$ cat config.mk
export PLATFORM = sky130hd
export DESIGN_NAME = noc_vc_input_buffer
export DESIGN_NICKNAME = d
export VERILOG_FILES = /design/src/rtl/noc_vc_input_buffer.sv
export SDC_FILE = /design/constraint.sdc
export NUM_CORES = 1
export LEC_CHECK = 0
export ABC_AREA = 1
export BUFFER_PORTS_ARGS = -buffer_cell sky130_fd_sc_hd__clkbuf_2
export CORE_MARGIN = 3
export CORE_UTILIZATION = 31
export CTS_CLUSTER_SIZE = 24
export DETAILED_ROUTE_END_ITERATION = 8
export GPL_ROUTABILITY_DRIVEN = 0
export SLEW_MARGIN = 20
export SYNTH_ARGS = -nofsm -noshare
export SYNTH_HDL_FRONTEND = slang
export SYNTH_SLANG_ARGS = --single-unit
$ cat constraint.sdc
create_clock -name clk -period 2.7 [get_ports clk]
set_input_delay 0.54 -clock clk [delete_from_list [all_inputs] [get_ports clk]]
set_output_delay 0.54 -clock clk [all_outputs]
set_load 0.1 [all_outputs]
$ cat src/rtl/noc_vc_input_buffer.sv
// Router input buffer: one link demultiplexed into NUM_VC first-word-fall-through
// FIFOs with per-VC credit return, packet framing tracking and sticky error flags.
`timescale 1ns/1ps

module noc_vc_input_buffer #(
  parameter int unsigned DATA_W = 32,
  parameter int unsigned NUM_VC = 2,
  parameter int unsigned DEPTH  = 4,
  localparam int unsigned CNT_W = $clog2(DEPTH + 1),
  localparam int unsigned VC_W  = (NUM_VC > 1) ? $clog2(NUM_VC) : 1
) (
  input  logic                       clk,
  input  logic                       rst_n,
  input  logic                       in_valid,
  input  logic [VC_W-1:0]            in_vc,
  input  logic [1:0]                 in_type,
  input  logic [DATA_W-1:0]          in_data,
  input  logic [NUM_VC-1:0]          rd_en,
  output logic [NUM_VC-1:0]          out_valid,
  output logic [2*NUM_VC-1:0]        out_type,
  output logic [DATA_W*NUM_VC-1:0]   out_data,
  output logic [CNT_W*NUM_VC-1:0]    occupancy,
  output logic [NUM_VC-1:0]          credit_out,
  output logic                       overflow_err,
  output logic                       proto_err
);

  localparam int unsigned PTR_W = $clog2(DEPTH);

  localparam logic [1:0] T_BODY = 2'b00;
  localparam logic [1:0] T_HEAD = 2'b01;
  localparam logic [1:0] T_TAIL = 2'b10;
  localparam logic [1:0] T_HT   = 2'b11;

  typedef struct packed {
    logic [1:0]        ftype;
    logic [DATA_W-1:0] data;
  } flit_t;

  typedef enum logic {
    F_IDLE   = 1'b0,
    F_ACTIVE = 1'b1
  } frame_t;

  flit_t            mem    [NUM_VC][DEPTH];
  logic [PTR_W-1:0] rd_ptr [NUM_VC];
  logic [PTR_W-1:0] wr_ptr [NUM_VC];
  logic [CNT_W-1:0] cnt    [NUM_VC];
  frame_t           frame_q[NUM_VC];
  frame_t           frame_d[NUM_VC];

  logic [NUM_VC-1:0] wr_hit;
  logic [NUM_VC-1:0] empty;
  logic [NUM_VC-1:0] full;
  logic [NUM_VC-1:0] pop;
  logic [NUM_VC-1:0] push;
  logic [NUM_VC-1:0] drop;
  logic [NUM_VC-1:0] frame_viol;
  logic              vc_bad;

  // Per-VC write/read qualification; a full VC still accepts when it pops in the same cycle.
  always_comb begin
    vc_bad = in_valid && (32'(in_vc) >= NUM_VC);
    wr_hit = '0;
    empty  = '0;
    full   = '0;
    pop    = '0;
    push   = '0;
    drop   = '0;
    for (int v = 0; v < NUM_VC; v++) begin
      wr_hit[v] = in_valid && (32'(in_vc) == 32'(v));
      empty[v]  = (cnt[v] == '0);
      full[v]   = (cnt[v] == CNT_W'(DEPTH));
      pop[v]    = rd_en[v] && !empty[v];
      push[v]   = wr_hit[v] && (!full[v] || pop[v]);
      drop[v]   = wr_hit[v] && full[v] && !pop[v];
    end
  end

  // Framing next state: every write aimed at a VC (stored or dropped) advances its tracker.
  always_comb begin
    frame_viol = '0;
    for (int v = 0; v < NUM_VC; v++) begin
      frame_d[v] = frame_q[v];
      if (wr_hit[v]) begin
        case (frame_q[v])
          F_IDLE: begin
            case (in_type)
              T_HEAD:  frame_d[v] = F_ACTIVE;
              T_HT:    frame_d[v] = F_IDLE;
              default: frame_viol[v] = 1'b1;
            endcase
          end
          F_ACTIVE: begin
            case (in_type)
              T_BODY: frame_d[v] = F_ACTIVE;
              T_TAIL: frame_d[v] = F_IDLE;
              T_HEAD: begin
                frame_viol[v] = 1'b1;
                frame_d[v]    = F_ACTIVE;
              end
              default: begin
                frame_viol[v] = 1'b1;
                frame_d[v]    = F_IDLE;
              end
            endcase
          end
          default: frame_d[v] = F_IDLE;
        endcase
      end
    end
  end

  // Framing state register per VC.
  always_ff @(posedge clk or negedge rst_n) begin
    if (!rst_n) begin
      for (int v = 0; v < NUM_VC; v++) begin
        frame_q[v] <= F_IDLE;
      end
    end else begin
      for (int v = 0; v < NUM_VC; v++) begin
        frame_q[v] <= frame_d[v];
      end
    end
  end

  // Pointers and occupancy; pointers wrap naturally because DEPTH is a power of two.
  always_ff @(posedge clk or negedge rst_n) begin
    if (!rst_n) begin
      for (int v = 0; v < NUM_VC; v++) begin
        rd_ptr[v] <= '0;
        wr_ptr[v] <= '0;
        cnt[v]    <= '0;
      end
    end else begin
      for (int v = 0; v < NUM_VC; v++) begin
        if (push[v]) begin
          wr_ptr[v] <= wr_ptr[v] + PTR_W'(1);
        end
        if (pop[v]) begin
          rd_ptr[v] <= rd_ptr[v] + PTR_W'(1);
        end
        if (push[v] && !pop[v]) begin
          cnt[v] <= cnt[v] + CNT_W'(1);
        end else if (!push[v] && pop[v]) begin
          cnt[v] <= cnt[v] - CNT_W'(1);
        end
      end
    end
  end

  // Flit storage; contents are masked at the outputs while a VC is empty, so no reset needed.
  always_ff @(posedge clk) begin
    for (int v = 0; v < NUM_VC; v++) begin
      if (push[v]) begin
        mem[v][wr_ptr[v]] <= '{ftype: in_type, data: in_data};
      end
    end
  end

  // Credit pulses and sticky error flags.
  always_ff @(posedge clk or negedge rst_n) begin
    if (!rst_n) begin
      credit_out   <= '0;
      overflow_err <= 1'b0;
      proto_err    <= 1'b0;
    end else begin
      credit_out   <= pop;
      overflow_err <= overflow_err | (|drop);
      proto_err    <= proto_err | (|frame_viol) | vc_bad;
    end
  end

  // FWFT head presentation and occupancy export.
  always_comb begin
    out_valid = '0;
    out_type  = '0;
    out_data  = '0;
    occupancy = '0;
    for (int v = 0; v < NUM_VC; v++) begin
      occupancy[CNT_W*v +: CNT_W] = cnt[v];
      if (!empty[v]) begin
        out_valid[v]                  = 1'b1;
        out_type[2*v +: 2]            = mem[v][rd_ptr[v]].ftype;
        out_data[DATA_W*v +: DATA_W]  = mem[v][rd_ptr[v]].data;
      end
    end
  end

endmodule
Word-level counts from Yosys, hierarchy flattened. Memory sizes are Yosys's and may differ from the RTL's. Cells that the tools add are included.

Register bits after elaboration: 20. Bits in writable memories: 272. Bits of input ports: 40. Memories: 1. Logic and storage cells: 114. Output and inout port bits: 80.

Order comparisons: 6. Add/sub/neg operators: 8. Reductions and logical operators: 37. Multiplexer cells: 37. Equal/unequal tests: 5. Bitwise gates (word level): 9.

Memory list: mem (words 2, width 136, rd ports 2, clocked after memory_dff 0, write ports 1, RTL line 45) `flit_t mem [NUM_VC][DEPTH];`.

Operator list (count): two-way mux 136 bit (4); two-way mux 34 bit (6); binary-select mux 34 bit (select 2 bit) (2); demux 34 bit (select 2 bit) (2); OR reduction 136 bit (1); two-way mux 32 bit (2); logical AND 1 bit (16); >= comparator 3 bit, second input constant (4); two-way mux 3 bit (4); inverter 2 -> 3 bit (4); two-way mux 1 bit (11); OR reduction 2 bit (5); adder 2 x 1 -> 2 bit, second input constant (4); zero test 1 bit (8); one-hot mux 1 bit (2 select lines) (4); adder 3 x 1 -> 3 bit, second input constant (2); equality test 3 bit, second input constant (2); zero test 3 bit (2); < comparator 3 x 1 -> 1 bit, second input constant (2); subtractor 3 x 1 -> 3 bit, second input constant (2); equality test 2 bit, second input constant (2); two-way mux 2 bit (2); nonzero test 2 bit (2); inverter 1 bit (3); 4 further kinds (6).

Logic depth before layout (Yosys ltp). Gate-level depths: netlist of run 1.

Depth after elaboration: 9. Depth in mapped cells: 13. Gate-level depth less buffers: 13.

Least setup slack after synthesis of run 1. No wires, ideal clock.

Kind: register -> output. From: register cnt (netlist bit occupancy[3]). To: output out_data[32]. Arrival: 3.719 ns. Path buffers: 1. Stages on the path, launching flop included: 6. Path slack: -1.559 ns. Required time: 2.160 ns. Path through: dfrtp_1 nor2_1 nand2_1 inv_2 buf_2 a21oi_1.

Longest elaborated chain between the ends: 2.

Ends and longest elaborated chain: start, declared (RTL line 48) `logic [CNT_W-1:0] cnt [NUM_VC];`; start signal, assigned by index (RTL line 144) `cnt[v] <= cnt[v] + CNT_W'(1);`; start signal, assigned by index (RTL line 146) `cnt[v] <= cnt[v] - CNT_W'(1);`; zero test 3 bit (RTL line 72) `empty[v] = (cnt[v] == '0);`; two-way mux 32 bit (RTL line 182) `if (!empty[v]) begin`; end, declared (RTL line 21) `output logic [DATA_W*NUM_VC-1:0] out_data,`.

Every way passes these cells.

Worst setup path after layout of run 1.
From: register cnt (netlist bit occupancy[3]). To: output out_data[36].

Same word-level chain as after synthesis.

==> flow_summary_export.csv, run 1 <==
group,metric,value,unit
detailed_routing,dr.pass1.iters,5,
global_route,grt_use_total,14.4,%
global_route,busiest_layer,"met2",
setup_path,startpoint_type,"flop",
cts,cts.sinks,292,
setup_path,crit_required,2.16,ns
cells_and_area,final_common_cell,"nand2_1",
setup_path,cp.arrival,2.05,ns
sta,max_slew_margin,60.2,%
detailed_routing,wirelength,31700,µm
sta,timing.final.max_slew_violations,0,
cells_and_area,diodes,0,
setup_path,worstSetupPathType,"reg2out",
sta,finalSetupViolCount,0,
global_route,grt_pass1_wl,49000,µm
sta,timing.final.crit_period,2.59,ns
floorplan,fp-row-count,73,
floorplan,core,0.0400,mm²
sta,final-hold-violation-count,0,
sta,period_share,95.9,%
global_route,use_met3,1.95,%
cells_and_area,area_growth,34.5,%
global_route,grt_pass1_vias,8600,
floorplan,die_area,0.0433,mm²
global_route,grt_overflow_total,0,
detailed_routing,antenna_left,0,
yosys,yosys_register_bits,292,
global_route,use_met1,19.6,%
global_route,grt_max_degree,55,
yosys,seq_area_frac_synth,68.4,%
cells_and_area,final_cell_mix,"317 x nand2_1, 304 x inv_1, 272 x edfxtp_1",
floorplan,fp.dieW,208,µm
cts,cts_tree,"yes",
sta,clock.fmax,0.386,GHz
sta,tns,0,ns
place,hpwl,19700,µm
cells_and_area,drive_gt1_share,21.5,%
cts,root_buffer,"clkbuf_16",
setup_path,endpoint_kind,"output port",
cts,max-clock-path-buffers,3,
cells_and_area,nets,1410,
yosys,synth_top_area_share,64.5,%
yosys,synth_area,0.0127,mm²
place,dpl-instance-area,0.0159,mm²
yosys,synth_top_area_cell,"edfxtp_1",
yosys,syn_avg_cell_area,10.4,µm²
floorplan,initial_core_util,31.7,%
yosys,syn_nets,1273,
floorplan,ioPinCount,120,
outcome,status,"finished, final reports clean",
detailed_routing,drt_iter0_drc,497,
cells_and_area,final_cell_area,0.0170,mm²
setup_path,reg2regPathDepth,10,
hold_path,hold_depth,1,
floorplan,dieHeight,208,µm
sta,rsz0062_at_grt,"no",
sta,final.setup_skew,0.0192,ns
sta,tightest_slew,0.598,ns
detailed_routing,vias,8534,
yosys,syn_inst,1221,
setup_path,cp_max_fo,8,
detailed_routing,via_per_inst,4.48,
detailed_routing,drc,0,
global_route,use_met2,24.6,%
yosys,synth_cell_types,19,
cts,cts_buffers,31,
cts,cts_setup_buffers,0,
place,port_buffers,119,
global_route,antenna_found_initial,0,
yosys,synth_area_leaders,"edfxtp_1 64%, nand2_1 9.5%, inv_1 9.0%",
cts,insertion_delay,0.56,ns
yosys,yosysWarnings,0,
detailed_routing,wl_per_cell,16.6,µm
run,maxCapViolations,0,
hold_path,holdCritPathClass,"in2reg",
cts,htreeDepth,1,
cts,clkSlewWorstSetupHoldPaths,0.06,ns
-- Yosys cell counts --
cell type and number:
nand2_1 319, inv_1 304, edfxtp_1 272, nand3_1 147
a21oi_1 68, buf_2 30, dfrtp_1 20, clkbuf_1 12
nor2_1 12, ha_1 10, inv_2 6, buf_4 4
buf_6 4, xnor2_1 4, nand4_1 3, fa_1 2
o21ai_0 2, a22oi_1 1, nand3b_1 1
-- metrics by stage --
step           cells  setup slack, ns  utilization (%)  hold WS (ns)
6_report        1904            0.111             42.6         0.265
5_1_grt         1904          0.00510             42.6         0.258
4_1_cts         1903          0.00109             42.5         0.243
3_5_place_dp    1847            0.534             39.7         0.481
3_3_place_gp    1847            0.555             39.7         0.471
2_1_floorplan   1221          0.00597                -         0.244
-- area by class of cell --
cell class              instances  area (µm²)
flip-flops and latches        292        8690
repair buffers                154        2090
well taps                     525         657
clock buffers                  34         787
multi-input cells             569        3350
inverters                     310        1180
clock inverters                20         285
fillers                      3625       23000
-- critical path: stages (launching register included) --
cell and delay, ns:
dfrtp_4 0.51, nor2_2 0.21, nand2_4 0.10, inv_6 0.18
buf_4 0.25, a21oi_4 0.07, buf_12 0.17
-- state kept, by name (all words and copies together), names as in the netlist --
name	count
mem	272
occupancy	6
rd_ptr	4
wr_ptr	4
credit_out	2
frame_q	2
overflow_err	1
proto_err	1
-- routing by layer --
layer  wire, µm  vias up
met5          0        -
met4        575        0
met3       1540       49
met2      15400      214
met1      14200     4145
li1           -     4126
-- repair_timing --
action                                 CTS  global route
hold buffers                             1             0
pin swaps                                0             0
endpoints found under the hold margin   20             0
resized for setup                        6             6
gates cloned                             1             1
setup endpoints to repair               57            34
-- cells by family after synthesis --
logic type | synth area share, %
AOI/OAI and AO/OA | 2.83
xor gates and xnor gates | 0.277
adders and majority gates | 1.30
buffers and inverters | 11.3
DFF | 68.4
and+or+nand+nor | 15.8
-- final timing paths --
| path | start | to | slack, ns |
|---|---|---|---|
| setup / recovery | occupancy[3]$_DFFE_PN0P_ | out_data[36] | 0.11 |
| hold / removal | in_data[23] | mem[0][227]$_DFFE_PP_ | 0.27 |
| setup reg to reg | occupancy[3]$_DFFE_PN0P_ | occupancy[5]$_DFFE_PN0P_ | 0.60 |
| hold reg to reg | overflow_err$_DFF_PN0_ | overflow_err$_DFF_PN0_ | 0.51 |
| max in group asynchronous | rst_n | occupancy[3]$_DFFE_PN0P_ | 1.74 |
| min in group asynchronous | rst_n | proto_err$_DFF_PN0_ | 0.51 |
Power of run 1 is left out: the tool's default activity adds up to more than one toggle a clock period on the data nets, which glitch-free logic cannot reach.
==> run 2, diff against run 1 <==
--- a/config.mk
+++ b/config.mk
@@ -12,6 +12,7 @@
 export CTS_CLUSTER_SIZE = 24
 export DETAILED_ROUTE_END_ITERATION = 8
 export GPL_ROUTABILITY_DRIVEN = 0
+export PLACE_DENSITY = 0.61
 export SLEW_MARGIN = 20
 export SYNTH_ARGS = -nofsm -noshare
 export SYNTH_HDL_FRONTEND = slang
==> run 2 against run 1 <==
Net effect: maximum frequency is 0.22% lower; core utilization fell by 0.55 points; die area unchanged; cell area down 1.3%; non-clock buffer count is the same.
==> flow_summary_export.csv, run 2 (synthesized netlist as in run 1, its figures left out) <==
group,metric,value,unit
floorplan,initial_core_util,31.7,%
outcome,status,"finished, final reports clean",
cells_and_area,largest_reg_flops,272,
cells_and_area,final_common_cell,"nand2_1",
detailed_routing,antenna_left,0,
global_route,grt_overflow_total,0,
cells_and_area,nets,1410,
hold_path,holdCritPathClass,"in2reg",
detailed_routing,via_per_inst,4.38,
floorplan,core,0.0400,mm²
floorplan,fp.dieW,208,µm
detailed_routing,vias,8343,
setup_path,endpoint_kind,"output port",
cells_and_area,drive_gt1_share,20.9,%
sta,max_slew_margin,61.8,%
sta,tightest_slew,0.574,ns
sta,finalSetupViolCount,0,
cts,cts.sinks,292,
floorplan,ioPinCount,120,
place,hpwl,19600,µm
sta,rsz0062_at_grt,"no",
cts,root_buffer,"clkbuf_16",
sta,final.setup_skew,0.0138,ns
cts,clkSlewWorstSetupHoldPaths,0.06,ns
detailed_routing,wl_per_cell,16.4,µm
setup_path,crit_required,2.16,ns
cts,cts_tree,"yes",
cts,max-clock-path-buffers,3,
global_route,grt_use_total,14.4,%
setup_path,worstSetupPathType,"reg2out",
sta,tns,0,ns
detailed_routing,drc,0,
cells_and_area,area_growth,32.8,%
cts,insertion_delay,0.55,ns
place,port_buffers,119,
place,dpl-instance-area,0.0158,mm²
sta,period_share,96.1,%
cts,cts_buffers,31,
floorplan,dieHeight,208,µm
global_route,grt_pass1_vias,8428,
floorplan,fp-row-count,73,
detailed_routing,dr.pass1.iters,5,
sta,final-hold-violation-count,0,
detailed_routing,wirelength,31300,µm
setup_path,cp.arrival,2.05,ns
global_route,antenna_found_initial,1,
cells_and_area,final_cell_mix,"317 x nand2_1, 304 x inv_1, 272 x edfxtp_1",
floorplan,die_area,0.0433,mm²
setup_path,cp_max_fo,8,
cells_and_area,diodes,0,
global_route,grt_pass1_wl,49000,µm
setup_path,startpoint_type,"flop",
global_route,grt_max_degree,51,
sta,timing.final.max_slew_violations,0,
sta,timing.final.crit_period,2.59,ns
sta,clock.fmax,0.385,GHz
run,maxCapViolations,0,
cts,htreeDepth,1,
detailed_routing,drt_iter0_drc,537,
cells_and_area,final_cell_area,0.0168,mm²
## run 2: stage by stage
step,hold slack (ns),std cells,setup WS (ns),utilization [%]
6_report,0.260,1906,0.105,42.0
5_1_grt,0.262,1906,0.00572,42.0
4_1_cts,0.240,1904,0.0151,42.0
3_5_place_dp,0.489,1846,0.507,39.6
3_3_place_gp,0.491,1846,0.511,39.6
2_1_floorplan,0.244,1221,0.00597,-
## run 2: worst max-delay path: stages (launching register included)
cell	delay [ns]
dfrtp_4	0.50
nor2_2	0.22
nand2_4	0.10
inv_4	0.09
buf_4	0.29
a21oi_2	0.11
buf_12	0.18
## run 2: path summary, 6_finish.rpt
kind / startpoint / to / slack, ns / cells past startpoint
worst max-delay path: occupancy[1]$_DFFE_PN0P_ / out_data[0] / 0.11 / 6
worst min-delay path: in_data[18] / mem[0][222]$_DFFE_PP_ / 0.26 / 1
worst max register to register: occupancy[1]$_DFFE_PN0P_ / occupancy[2]$_DFFE_PN0P_ / 0.58 / 10
worst min register to register: proto_err$_DFF_PN0_ / proto_err$_DFF_PN0_ / 0.51 / 1
max in group asynchronous: rst_n / occupancy[0]$_DFFE_PN0P_ / 1.75 / 2
min in group asynchronous: rst_n / occupancy[5]$_DFFE_PN0P_ / 0.51 / 2
## run 2: routing by layer
| metal | wire length, µm | vias up | GRT usage (%) |
|---|---|---|---|
| li1 | - | 4122 | - |
| met1 | 13700 | 3958 | 19.1 |
| met4 | 772 | 2 | 3.74 |
| met3 | 1720 | 56 | 2.44 |
| met5 | 20 | - | 0 |
| met2 | 15100 | 205 | 24.6 |
## run 2: repair_timing
action / in CTS / in global routing
setup buffers: 1 / 2
hold buffers: 1 / 0
pin swaps: 0 / 1
setup endpoints to repair: 28 / 22
endpoints found under the hold margin: 20 / 0
resized for setup: 5 / 4
## run 2: area by class of cell
cell class | instances | area (µm²)
inverters | 310 | 1180
clock inverters | 11 | 51.3
clock buffers | 45 | 858
fillers | 3696 | 23200
flip-flops and latches | 292 | 8690
repair buffers | 154 | 2030
well taps | 525 | 657
multi-input cells | 569 | 3350
Power of run 2 is left out for the same reason.
==> run 3, diff against run 2 <==
--- a/config.mk
+++ b/config.mk
@@ -12,7 +12,7 @@
 export CTS_CLUSTER_SIZE = 24
 export DETAILED_ROUTE_END_ITERATION = 8
 export GPL_ROUTABILITY_DRIVEN = 0
-export PLACE_DENSITY = 0.61
+export PLACE_DENSITY = 0.59
 export SLEW_MARGIN = 20
 export SYNTH_ARGS = -nofsm -noshare
 export SYNTH_HDL_FRONTEND = slang
==> constraint.sdc (replaced) <==
create_clock -name clk -period 2.8 [get_ports clk]
set_input_delay 0.56 -clock clk [delete_from_list [all_inputs] [get_ports clk]]
set_output_delay 0.56 -clock clk [all_outputs]
set_load 0.1 [all_outputs]
==> run 3 against run 2 <==
Net effect: flip-flop and latch count is the same; critical path depth shrank 2; cell area grew 0.51%; non-clock buffer count grew 3; clock skew shrank 0.0056 ns; register-to-register slack gained 0.11 ns; core utilization grew 0.22 points; sequential share of layout area shrank 0.32 points; hold slack lost 0.21 ns.
==> flow_summary_export.csv, run 3 (synthesized netlist as in run 1, its figures left out) <==
group,metric,value,unit
cells_and_area,diodes,0,
sta,timing.final.crit_period,2.72,ns
cells_and_area,final_common_cell,"nand2_1",
setup_path,cp.arrival,2.16,ns
cts,ctsHoldBuffers,0,
floorplan,initial_core_util,31.7,%
sta,timing.final.max_slew_violations,0,
setup_path,crit_slowest_cell,"dfrtp_2",
cells_and_area,final_cell_mix,"317 x nand2_1, 304 x inv_1, 272 x edfxtp_1",
global_route,grt_overflow_total,0,
place,port_buffers,119,
setup_path,cp_max_fo,24,
sta,period_share,97.2,%
cts,cts.sinks,292,
detailed_routing,vias,8367,
cells_and_area,nets,1416,
sta,finalSetupViolCount,0,
sta,rsz0062_at_grt,"no",
setup_path,worstSetupPathType,"reg2out",
detailed_routing,via_per_inst,4.38,
global_route,grt_pass1_vias,8590,
cts,insertion_delay,0.50,ns
cts,htreeDepth,2,
global_route,grt_use_total,14.5,%
cells_and_area,postLayoutCoreUtil,42.2,%
hold_path,holdCritPathClass,"in2async",
cts,cts_buffers,34,
sta,tightest_slew,0.613,ns
floorplan,core,0.0400,mm²
sta,final.setup_skew,0.00817,ns
run,maxCapViolations,0,
cells_and_area,area_growth,33.4,%
floorplan,ioPinCount,120,
detailed_routing,drt_iter0_drc,501,
cts,clkSlewWorstSetupHoldPaths,0.06,ns
detailed_routing,antenna_left,0,
cts,cts_tree,"yes",
detailed_routing,wl_per_cell,16.4,µm
setup_path,crit_chain,"buf_4, nand3_1, a21oi_2, buf_12",
setup_path,slowest_delay,0.55,ns
setup_path,crit_required,2.24,ns
sta,max_slew_margin,59.3,%
outcome,status,"finished, final reports clean",
cells_and_area,largest_reg_flops,272,
global_route,grt_pass1_wl,49100,µm
setup_path,endpoint_kind,"output port",
cells_and_area,drive_gt1_share,21.6,%
floorplan,fp.dieW,208,µm
detailed_routing,drc,0,
floorplan,fp-row-count,73,
floorplan,die_area,0.0433,mm²
setup_path,startpoint_type,"flop",
cts,max-clock-path-buffers,3,
floorplan,dieHeight,208,µm
sta,final-hold-violation-count,0,
detailed_routing,wirelength,31400,µm
place,hpwl,20000,µm
detailed_routing,dr.pass1.iters,4,
global_route,antenna_found_initial,0,
global_route,grt_max_degree,71,
sta,clock.fmax,0.367,GHz
cts,root_buffer,"clkbuf_16",
[run 3: layout make-up]
class,count,area [µm²]
fillers,3730,23100
well taps,525,657
clock buffers,40,895
clock inverters,19,134
inverters,310,1170
repair buffers,157,2010
multi-input cells,569,3350
flip-flops and latches,292,8680
[run 3: worst max-delay path, delay by kind of cell, from the launching register on]
family	cells	cell delay (ns)
compound gates	1	0.29
simple gates	1	0.16
flops	1	0.55
buf+inv	2	0.65
[run 3: per-stage QoR]
stage	cells	hold WS (ns)	setup slack [ns]	TNS (ns)	cell area (µm²)
floorplan	1221	0.264	-0.249	-33.86	13400
detailed placement	1853	0.484	0.578	0	15900
global placement	1853	0.468	0.588	0	15900
global route	1912	0.0647	0.00513	0	16900
finish	1912	0.0551	0.0781	0	16900
CTS	1912	0.0451	0.0349	0	16900
[run 3: per-layer routing]
layer | track usage [%] | routed length, µm | vias to the layer above | part of all wire, %
li1 | - | - | 4130 | -
met1 | 19.7 | 14700 | 4020 | 47
met2 | 24.0 | 14600 | 170 | 47
met3 | 2.68 | 1410 | 47 | 4.5
met4 | 4.12 | 642 | 0 | 2.0
met5 | 0 | 0 | - | 0
[run 3: path summary, 6_finish.rpt]
check | from | end | slack (ns) | depth (start not counted)
max in group asynchronous | rst_n | rd_ptr[3]$_DFFE_PN0N_ | 2.32 | 1
worst min-delay path | rst_n | occupancy[5]$_DFFE_PN0P_ | 0.06 | 1
worst max-delay path | rd_ptr[3]$_DFFE_PN0N_ | out_type[1] | 0.08 | 4
min in group clk | in_data[21] | mem[0][191]$_DFFE_PP_ | 0.34 | 1
worst min register to register | occupancy[5]$_DFFE_PN0P_ | occupancy[5]$_DFFE_PN0P_ | 0.50 | 2
worst max register to register | occupancy[3]$_DFFE_PN0P_ | occupancy[5]$_DFFE_PN0P_ | 0.69 | 10
[run 3: what timing repair did]
item	in CTS	in global routing
endpoints found under the setup margin	0	29
resized for setup	0	4
setup buffers	0	0
hold endpoints to repair	0	0
Power of run 3 is left out for the same reason.
